===== config.mk =====
export PLATFORM = sky130hd
export DESIGN_NAME = load_store_unit
export DESIGN_NICKNAME = d
export VERILOG_FILES = /design/src/rtl/load_store_unit.sv
export SDC_FILE = /design/constraint.sdc
export NUM_CORES = 1
export LEC_CHECK = 0
export CAP_MARGIN = 20
export CORE_MARGIN = 2
export CORE_UTILIZATION = 35
export DETAILED_ROUTE_END_ITERATION = 7
export PLACE_DENSITY_LB_ADDON = 0.15
export SLEW_MARGIN = 10
export SYNTH_ARGS = -nofsm -noshare
export SYNTH_HDL_FRONTEND = slang
export SYNTH_SLANG_ARGS = --single-unit

===== constraint.sdc =====
create_clock -name clk -period 1.7 [get_ports clk]
set_input_delay 0.34 -clock clk [delete_from_list [all_inputs] [get_ports clk]]
set_output_delay 0.34 -clock clk [all_outputs]
set_load 0.02 [all_outputs]

===== src/rtl/load_store_unit.sv =====
// ---------------------------------------------------------------------------
// load_store_unit
//
// Purpose: sequences single (or, optionally, burst) load/store accesses from
// the core to a data memory. A request is accepted in IDLE, a load holds
// memread for MEM_LATENCY cycles and captures mem_rdata on the last one, a
// store pulses memwrite for one cycle, and every beat ends with a one-cycle
// rsp_valid pulse.
//
// Handshake: a request transfers on a rising edge where req_valid=1 and
// req_ready=1. req_ready is 1 only in IDLE. The core does not have to hold
// req_valid. Requests presented while busy are dropped, not queued.
// rsp_valid is a single-cycle pulse with no back-pressure.
//
// Parameters:
//   MEM_LATENCY  read cycles per load beat (1..15; 0 is treated as 1)
//
// Optional feature (macro LSU_BURST_EN):
//   Adds input req_len. A request then runs req_len+1 beats. The address
//   increments by one per beat and wraps at 0xFF. A store burst writes the
//   same data to every beat.
//
// Ports:
//   clk, reset            clock, synchronous active-high reset
//   req_valid/req_ready   request handshake
//   req_write             1 = store, 0 = load
//   req_addr, req_wdata   access address and store data
//   req_len               burst length - 1 (LSU_BURST_EN only)
//   rsp_valid, rsp_rdata  completion pulse and last load result
//   alu_result_address    address to data memory
//   write_data            data to data memory
//   memread, memwrite     memory strobes
//   memory_to_register    memory mux select (equals memread)
//   mem_rdata             read data from memory
//   fsm_state             current FSM state (IDLE=0 READ=1 WRITE=2 RESP=3)
// ---------------------------------------------------------------------------
module load_store_unit #(
  parameter int MEM_LATENCY = 1
) (
  input  logic       clk,
  input  logic       reset,
  input  logic       req_valid,
  input  logic       req_write,
  input  logic [7:0] req_addr,
  input  logic [7:0] req_wdata,
`ifdef LSU_BURST_EN
  input  logic [3:0] req_len,
`endif
  output logic       req_ready,
  output logic       rsp_valid,
  output logic [7:0] rsp_rdata,
  output logic [7:0] alu_result_address,
  output logic [7:0] write_data,
  output logic       memread,
  output logic       memwrite,
  output logic       memory_to_register,
  input  logic [7:0] mem_rdata,
  output logic [1:0] fsm_state
);

  typedef enum logic [1:0] {
    IDLE  = 2'd0,
    READ  = 2'd1,
    WRITE = 2'd2,
    RESP  = 2'd3
  } state_t;

  // Zero behaves as one; values above 16 do not fit the 4-bit counter.
  localparam int LAT_EFF = (MEM_LATENCY < 1) ? 1 :
                           ((MEM_LATENCY > 16) ? 16 : MEM_LATENCY);
  localparam logic [3:0] LAST_CNT = 4'(LAT_EFF - 1);

  state_t     state, state_n;
  logic [3:0] cnt;
  logic [3:0] beats_left;
  logic [7:0] addr_q;
  logic [7:0] wdata_q;
  logic       write_q;
  logic [7:0] rdata_q;
  logic       accept;
  logic [3:0] len_in;

`ifdef LSU_BURST_EN
  assign len_in = req_len;
`else
  assign len_in = 4'd0;
`endif

  assign accept = (state == IDLE) && req_valid;

  // Next-state logic.
  always_comb begin
    state_n = state;
    case (state)
      IDLE:    if (req_valid) state_n = req_write ? WRITE : READ;
      READ:    if (cnt == LAST_CNT) state_n = RESP;
      WRITE:   state_n = RESP;
      RESP:    if (beats_left != 4'd0) state_n = write_q ? WRITE : READ;
               else state_n = IDLE;
      default: state_n = IDLE;
    endcase
  end

  // Outputs are decoded from state only.
  always_comb begin
    req_ready          = 1'b0;
    rsp_valid          = 1'b0;
    memread            = 1'b0;
    memwrite           = 1'b0;
    memory_to_register = 1'b0;
    case (state)
      IDLE:    req_ready = 1'b1;
      READ:    begin
                 memread            = 1'b1;
                 memory_to_register = 1'b1;
               end
      WRITE:   memwrite = 1'b1;
      RESP:    rsp_valid = 1'b1;
      default: req_ready = 1'b0;
    endcase
  end

  always_ff @(posedge clk) begin
    if (reset) begin
      state      <= IDLE;
      cnt        <= 4'd0;
      beats_left <= 4'd0;
      addr_q     <= 8'h00;
      wdata_q    <= 8'h00;
      write_q    <= 1'b0;
      rdata_q    <= 8'h00;
    end else begin
      state <= state_n;
      if (accept) begin
        addr_q     <= req_addr;
        wdata_q    <= req_wdata;
        write_q    <= req_write;
        cnt        <= 4'd0;
        beats_left <= len_in;
      end
      if (state == READ) begin
        if (cnt == LAST_CNT) begin
          rdata_q <= mem_rdata;
          cnt     <= 4'd0;
        end else begin
          cnt <= cnt + 4'd1;
        end
      end
      // Advance to the next beat; 8-bit add wraps 0xFF to 0x00.
      if (state == RESP && beats_left != 4'd0) begin
        beats_left <= beats_left - 4'd1;
        addr_q     <= addr_q + 8'd1;
        cnt        <= 4'd0;
      end
    end
  end

  assign rsp_rdata          = rdata_q;
  assign alu_result_address = addr_q;
  assign write_data         = wdata_q;
  assign fsm_state          = state;

endmodule


* Word level (Yosys, flattened, before mapping)
Index checks and enable logic that the tools add are counted.
Widths: inputs -> output; s select.
** Storage, ports and cells
- Bits of input ports :: 28
- ROM bits :: 0
- RAM bits :: 0
- Memories :: 0
- Flip-flop bits (word level) :: 35
- Latch bits :: 0
** Cells by class
- $add $sub $neg :: 3
- Reductions and logical operators :: 10
- $lt $le $gt $ge :: 0
- Bitwise operators :: 0
- Shift operators :: 0
- Multiply operators :: 0
- Muxes and demuxes :: 16
- Eq/ne operators :: 5
- Div/mod/pow operators :: 0
** Operators with widths (number)
- $mux 4 :: 4
- $mux 8 :: 2
- $mux 2 :: 5
- $add 8x1->8 const B :: 1
- $pmux 2 s4 :: 1
- $add 4x1->4 const B :: 1
- $eq 2x2->1 const B :: 2
- $logic_not 4->1 :: 1
- $mux 1 :: 4
- $reduce_and 2->1 :: 2
- $reduce_bool 2->1 :: 2
- $reduce_bool 4->1 :: 1
- $sub 4x1->4 const B :: 1
- $eq 2x1->1 const B :: 1
- $logic_and 1x1->1 :: 2
- $logic_not 2->1 :: 1
- $ne 2x1->1 const B :: 1
- $ne 2x2->1 const B :: 1
- $reduce_or 2->1 :: 1

* Depth between registers and ports, before layout
- Word-level depth :: 4
- Mapped depth :: 9
- Mapped depth without buffers :: 6

* Least setup slack after synthesis
OpenSTA, ideal clock, no wires.
- Path type :: reg-to-reg
- Start point :: reg state[0] (netlist: fsm_state[0])
- End point :: reg cnt[2]
- Arrival :: 1.883 ns
- Path buffers :: 0
- Setup time :: 0.086 ns
- Period minus slack after synthesis :: 1.968 ns
- Cell stages (with the launch flop) :: 5
- Slack :: -0.268 ns
- Cell sequence :: dfxtp_1 > ha_1 > inv_1 > or4b_2 > a211oi_1
** Between the ends
- Longest elaborated chain between the ends :: 3
- Elaborated cells between the ends (all ways) :: 8
- Classes of those cells :: eq/ne (2); mux (1); reduce/logical (5)
** RTL lines
- start: declaration :: RTL line 73 : state_t state, state_n;
- start signal: assignment :: RTL line 133 : state <= state_n;
- $eq 2x2->1 or $logic_not 2->1 (tied branches) :: RTL line 150, 89
- $logic_and 1x1->1 (on tied branches) :: RTL line 150, 89
- $reduce_or 2->1 (no line) or $reduce_bool 2->1 (tied branches)
- end signal: assignment :: RTL line 146 : cnt <= cnt + 4'd1;
- end: declaration :: RTL line 74 : logic [3:0] cnt;
Parallel ways exist; a longest one is shown, timed or not.
A chain may end at the register's enable or synchronous reset.

* Worst setup path in the final report
- Start point :: reg addr_q[3] (netlist: alu_result_address[3])
- End point :: out alu_result_address[3]
** RTL lines
- start: declaration :: RTL line 76 : logic [7:0] addr_q;
- start signal: assignment :: RTL line 135 : addr_q <= req_addr;
- start signal: assignment :: RTL line 152 : addr_q <= addr_q + 8'd1;
- end: declaration :: RTL line 52 : output logic [7:0] alu_result_address,
No word-level cell between the ends.

==> key figures <==
Run status
  – Status: completed

Synthesis
  – Yosys warns: 0
  – Register area share after synthesis: 41.0%
  – Asr flop ratio synth: 0%
  – Synth unique cells: 43
  – Syn avg cell area: 8.46 µm²
  – Post-Synthesis Cells: 202
  – Synth Flop Type: dfxtp_1
  – Mapped Nets: 239
  – Flops & latches, synth: 35
  – Post-synth EDFFs: 0
  – Cell Area, Synth: 1710 µm²

Cells and area
  – Layout cell share with drive strength beyond 1: 20.9%
  – Non-Filler Instances: 349
  – Nets: 318
  – ANT cells: 0
  – Layout area overhead: 59.7%

Global routing
  – M3 GR Usage: 6.86%
  – Met2 Usage GRT: 26.0%
  – GR Overflow Total: 0
  – Vias in the first global route: 1527
  – Largest net degree at the start of global routing: 19
  – Most used routing layer: met2
  – Initial antenna violation count: 0
  – First-pass GRT wire length: 7.19 mm
  – Met1 GRT Util: 22.5%
  – Gr usage total: 17.3%

Die
  – IO Pins: 59
  – CORE AREA: 4720 µm²
  – Die area: 5460 µm²
  – Initial Util: 36.2%
  – Die Wd: 73.9 µm
  – Number of cell rows: 25
  – Die extent in y: 73.9 µm

Clock tree
  – CTS Buf Count: 5
  – CTS tree: built
  – Clock Latency Late Sink: 0.29 ns
  – Clk pin slew, worst setup/hold paths: 0.07 ns
  – CTS sink cnt: 35
  – Clock tree buffer depth: 2
  – Root Buffer: clkbuf_8
  – Hold buffers post-CTS: 0
  – CTS H-tree depth: 2

Placement
  – PortBufs: 58
  – # placed instances: 336
  – Place WS: -0.0265 ns
  – RePlAce Congestion: 0.763
  – Dpl hpwl: 3.12 mm

Critical path
  – CP delay by family, top: buffers and inverters
  – Buf+Inv Stages, Crit Path: 1
  – Slowest cell on the critical path: clkdlybuf4s50_1
  – CP startpoint kind: flip-flop
  – CP peak stage delay: 0.63 ns
  – Crit path DAT: 1.32 ns
  – Worst Path Class, Setup: flip-flop to output pin
  – Crit-path cells: clkdlybuf4s50_1
  – WP data required: 1.36 ns
  – Critical Path Sink Type: output pin
  – CP max FO: 5

Detailed routing
  – Pre-antenna DRT Iters: 4
  – Wire per inst: 12.9 µm
  – Via density: 4.80
  – Routed Antenna Nets: 0
  – Via Count: 1676
  – Initial DRC Count: 88
  – # DRC: 0
  – Post-Route WL: 4.51 mm

Timing
  – Final Hold Viols: 0
  – Worst-margin pin slew: 0.305 ns
  – Setup violators final: 0
  – Slew Viols, Final: 0
  – Setup ws final: 0.0408 ns
  – Clk_skew: 0.00650 ns
  – Post-layout min period: 1.66 ns
  – Max_slew headroom: 79.6%
  – Final period util: 97.6%
  – Fin Hold WS: 0.456 ns
  – Max Freq: 603 MHz

Power
  – Peak supply drop: 618 µV
  – Leak pwr: 1.10 nW
  – Power Dens Cells: 1200 nW/µm²

Run
  – Max-capacitance violation count: 0

Hold path
  – Min-Delay Path Class: flip-flop to flip-flop
[power breakdown]
group	switching [mW]	internal (mW)	leakage, nW	total [mW]
Combinational	0.687	0.630	0.745	1.32
Sequential	0.102	0.950	0.288	1.05
Clock	0.316	0.585	0.0644	0.900
[registers in the layout, indices dropped and copies added (netlist names)]
signal	cells
alu_result_address	8
rsp_rdata	8
write_data	8
beats_left	4
cnt	4
fsm_state	2
write_q	1
[stage by stage]
step	util, %	cell area (µm²)	total power, mW	TNS (ns)
6_report	57.8	2730	3.27	0
4_1_cts	56.2	2650	3.28	0
3_5_place_dp	53.4	2520	2.41	-0.0265
3_3_place_gp	53.4	2520	2.40	0
2_1_floorplan	-	1750	1.80	-0.00133
5_1_grt	57.8	2730	3.47	-0.0161
[timing repair]
item                                   CTS  global route
setup buffers                            0             4
endpoints found under the hold margin    0             0
resized for setup                        7            16
setup endpoints to repair                6            22
cloned                                   0             1
[path summary, 6_finish.rpt]
kind	endpoint	cells past startpoint	startpoint	slack (ns)
max reg2reg	alu_result_address[4]	7	beats_left[0]	0.08
max	alu_result_address[3]	1	alu_result_address[3]	0.04
min	write_data[4]	2	write_data[4]	0.46
min reg2reg	write_data[4]	2	write_data[4]	0.46
[layer usage]
| metal | vias up | part of all wire [%] |
|---|---|---|
| met2 | 49 | 45 |
| met5 | - | 0 |
| met3 | 4 | 8.1 |
| met1 | 766 | 46 |
| li1 | 857 | - |
| met4 | 0 | 1.1 |
[logic make-up (layout without fill, tap and decap cells)]
logic type	count (synthesis)	count (layout)	share of synthesized area [%]
adders and majority gates	9	9	6.59
AOI/OAI and AO/OA	48	48	17.9
buffers and inverters	24	103	7.10
xor gates and xnor gates	1	1	0.513
and+or+nand+nor	76	77	21.7
muxes	9	9	5.27
DFF	35	35	41.0
[final cells by class]
class / count / area, µm²
Clock inverter: 3 / 67.6
Multi-Input combinational cell: 144 / 961
Fill cell: 426 / 1990
Timing Repair Buffer: 83 / 793
Sequential cell: 35 / 709
Tap cell: 67 / 83.8
Clock buffer: 5 / 68.8
Inverter: 12 / 45.0
[cell usage after synthesis, types with 3 or more instances]
| cell type | count | area share, % |
|---|---|---|
| dfxtp_1 | 35 | 41 |
| nand2_1 | 30 | 6.6 |
| a21oi_1 | 20 | 5.9 |
| nor2_1 | 17 | 3.7 |
| inv_1 | 12 | 2.6 |
| ha_1 | 9 | 6.6 |
| mux2i_1 | 9 | 5.3 |
| clkbuf_1 | 7 | 1.5 |
| nor3_1 | 6 | 1.8 |
| o21ai_0 | 6 | 1.8 |
| nand3_1 | 5 | 1.5 |
| a211oi_1 | 3 | 1.3 |
| a22oi_1 | 3 | 1.3 |
| o22ai_1 | 3 | 1.1 |
[placed cells by master, fill, tap and decap left out, types with 3 or more instances in the layout]
cell type,Yosys,routed
clkdlybuf4s50_1,0,49
nand2_1,30,30
dfxtp_1,35,30
buf_4,1,22
a21oi_1,20,20
nor2_1,17,17
inv_1,12,9
mux2i_1,9,9
nor3_1,6,6
o21ai_0,6,6
ha_1,9,6
nand3_1,5,5
clkbuf_8,0,5
dlygate4sd2_1,0,5
dfxtp_2,0,4
inv_2,0,3
dlymetal6s2s_1,0,3
(Power assumes the default switching activity.)
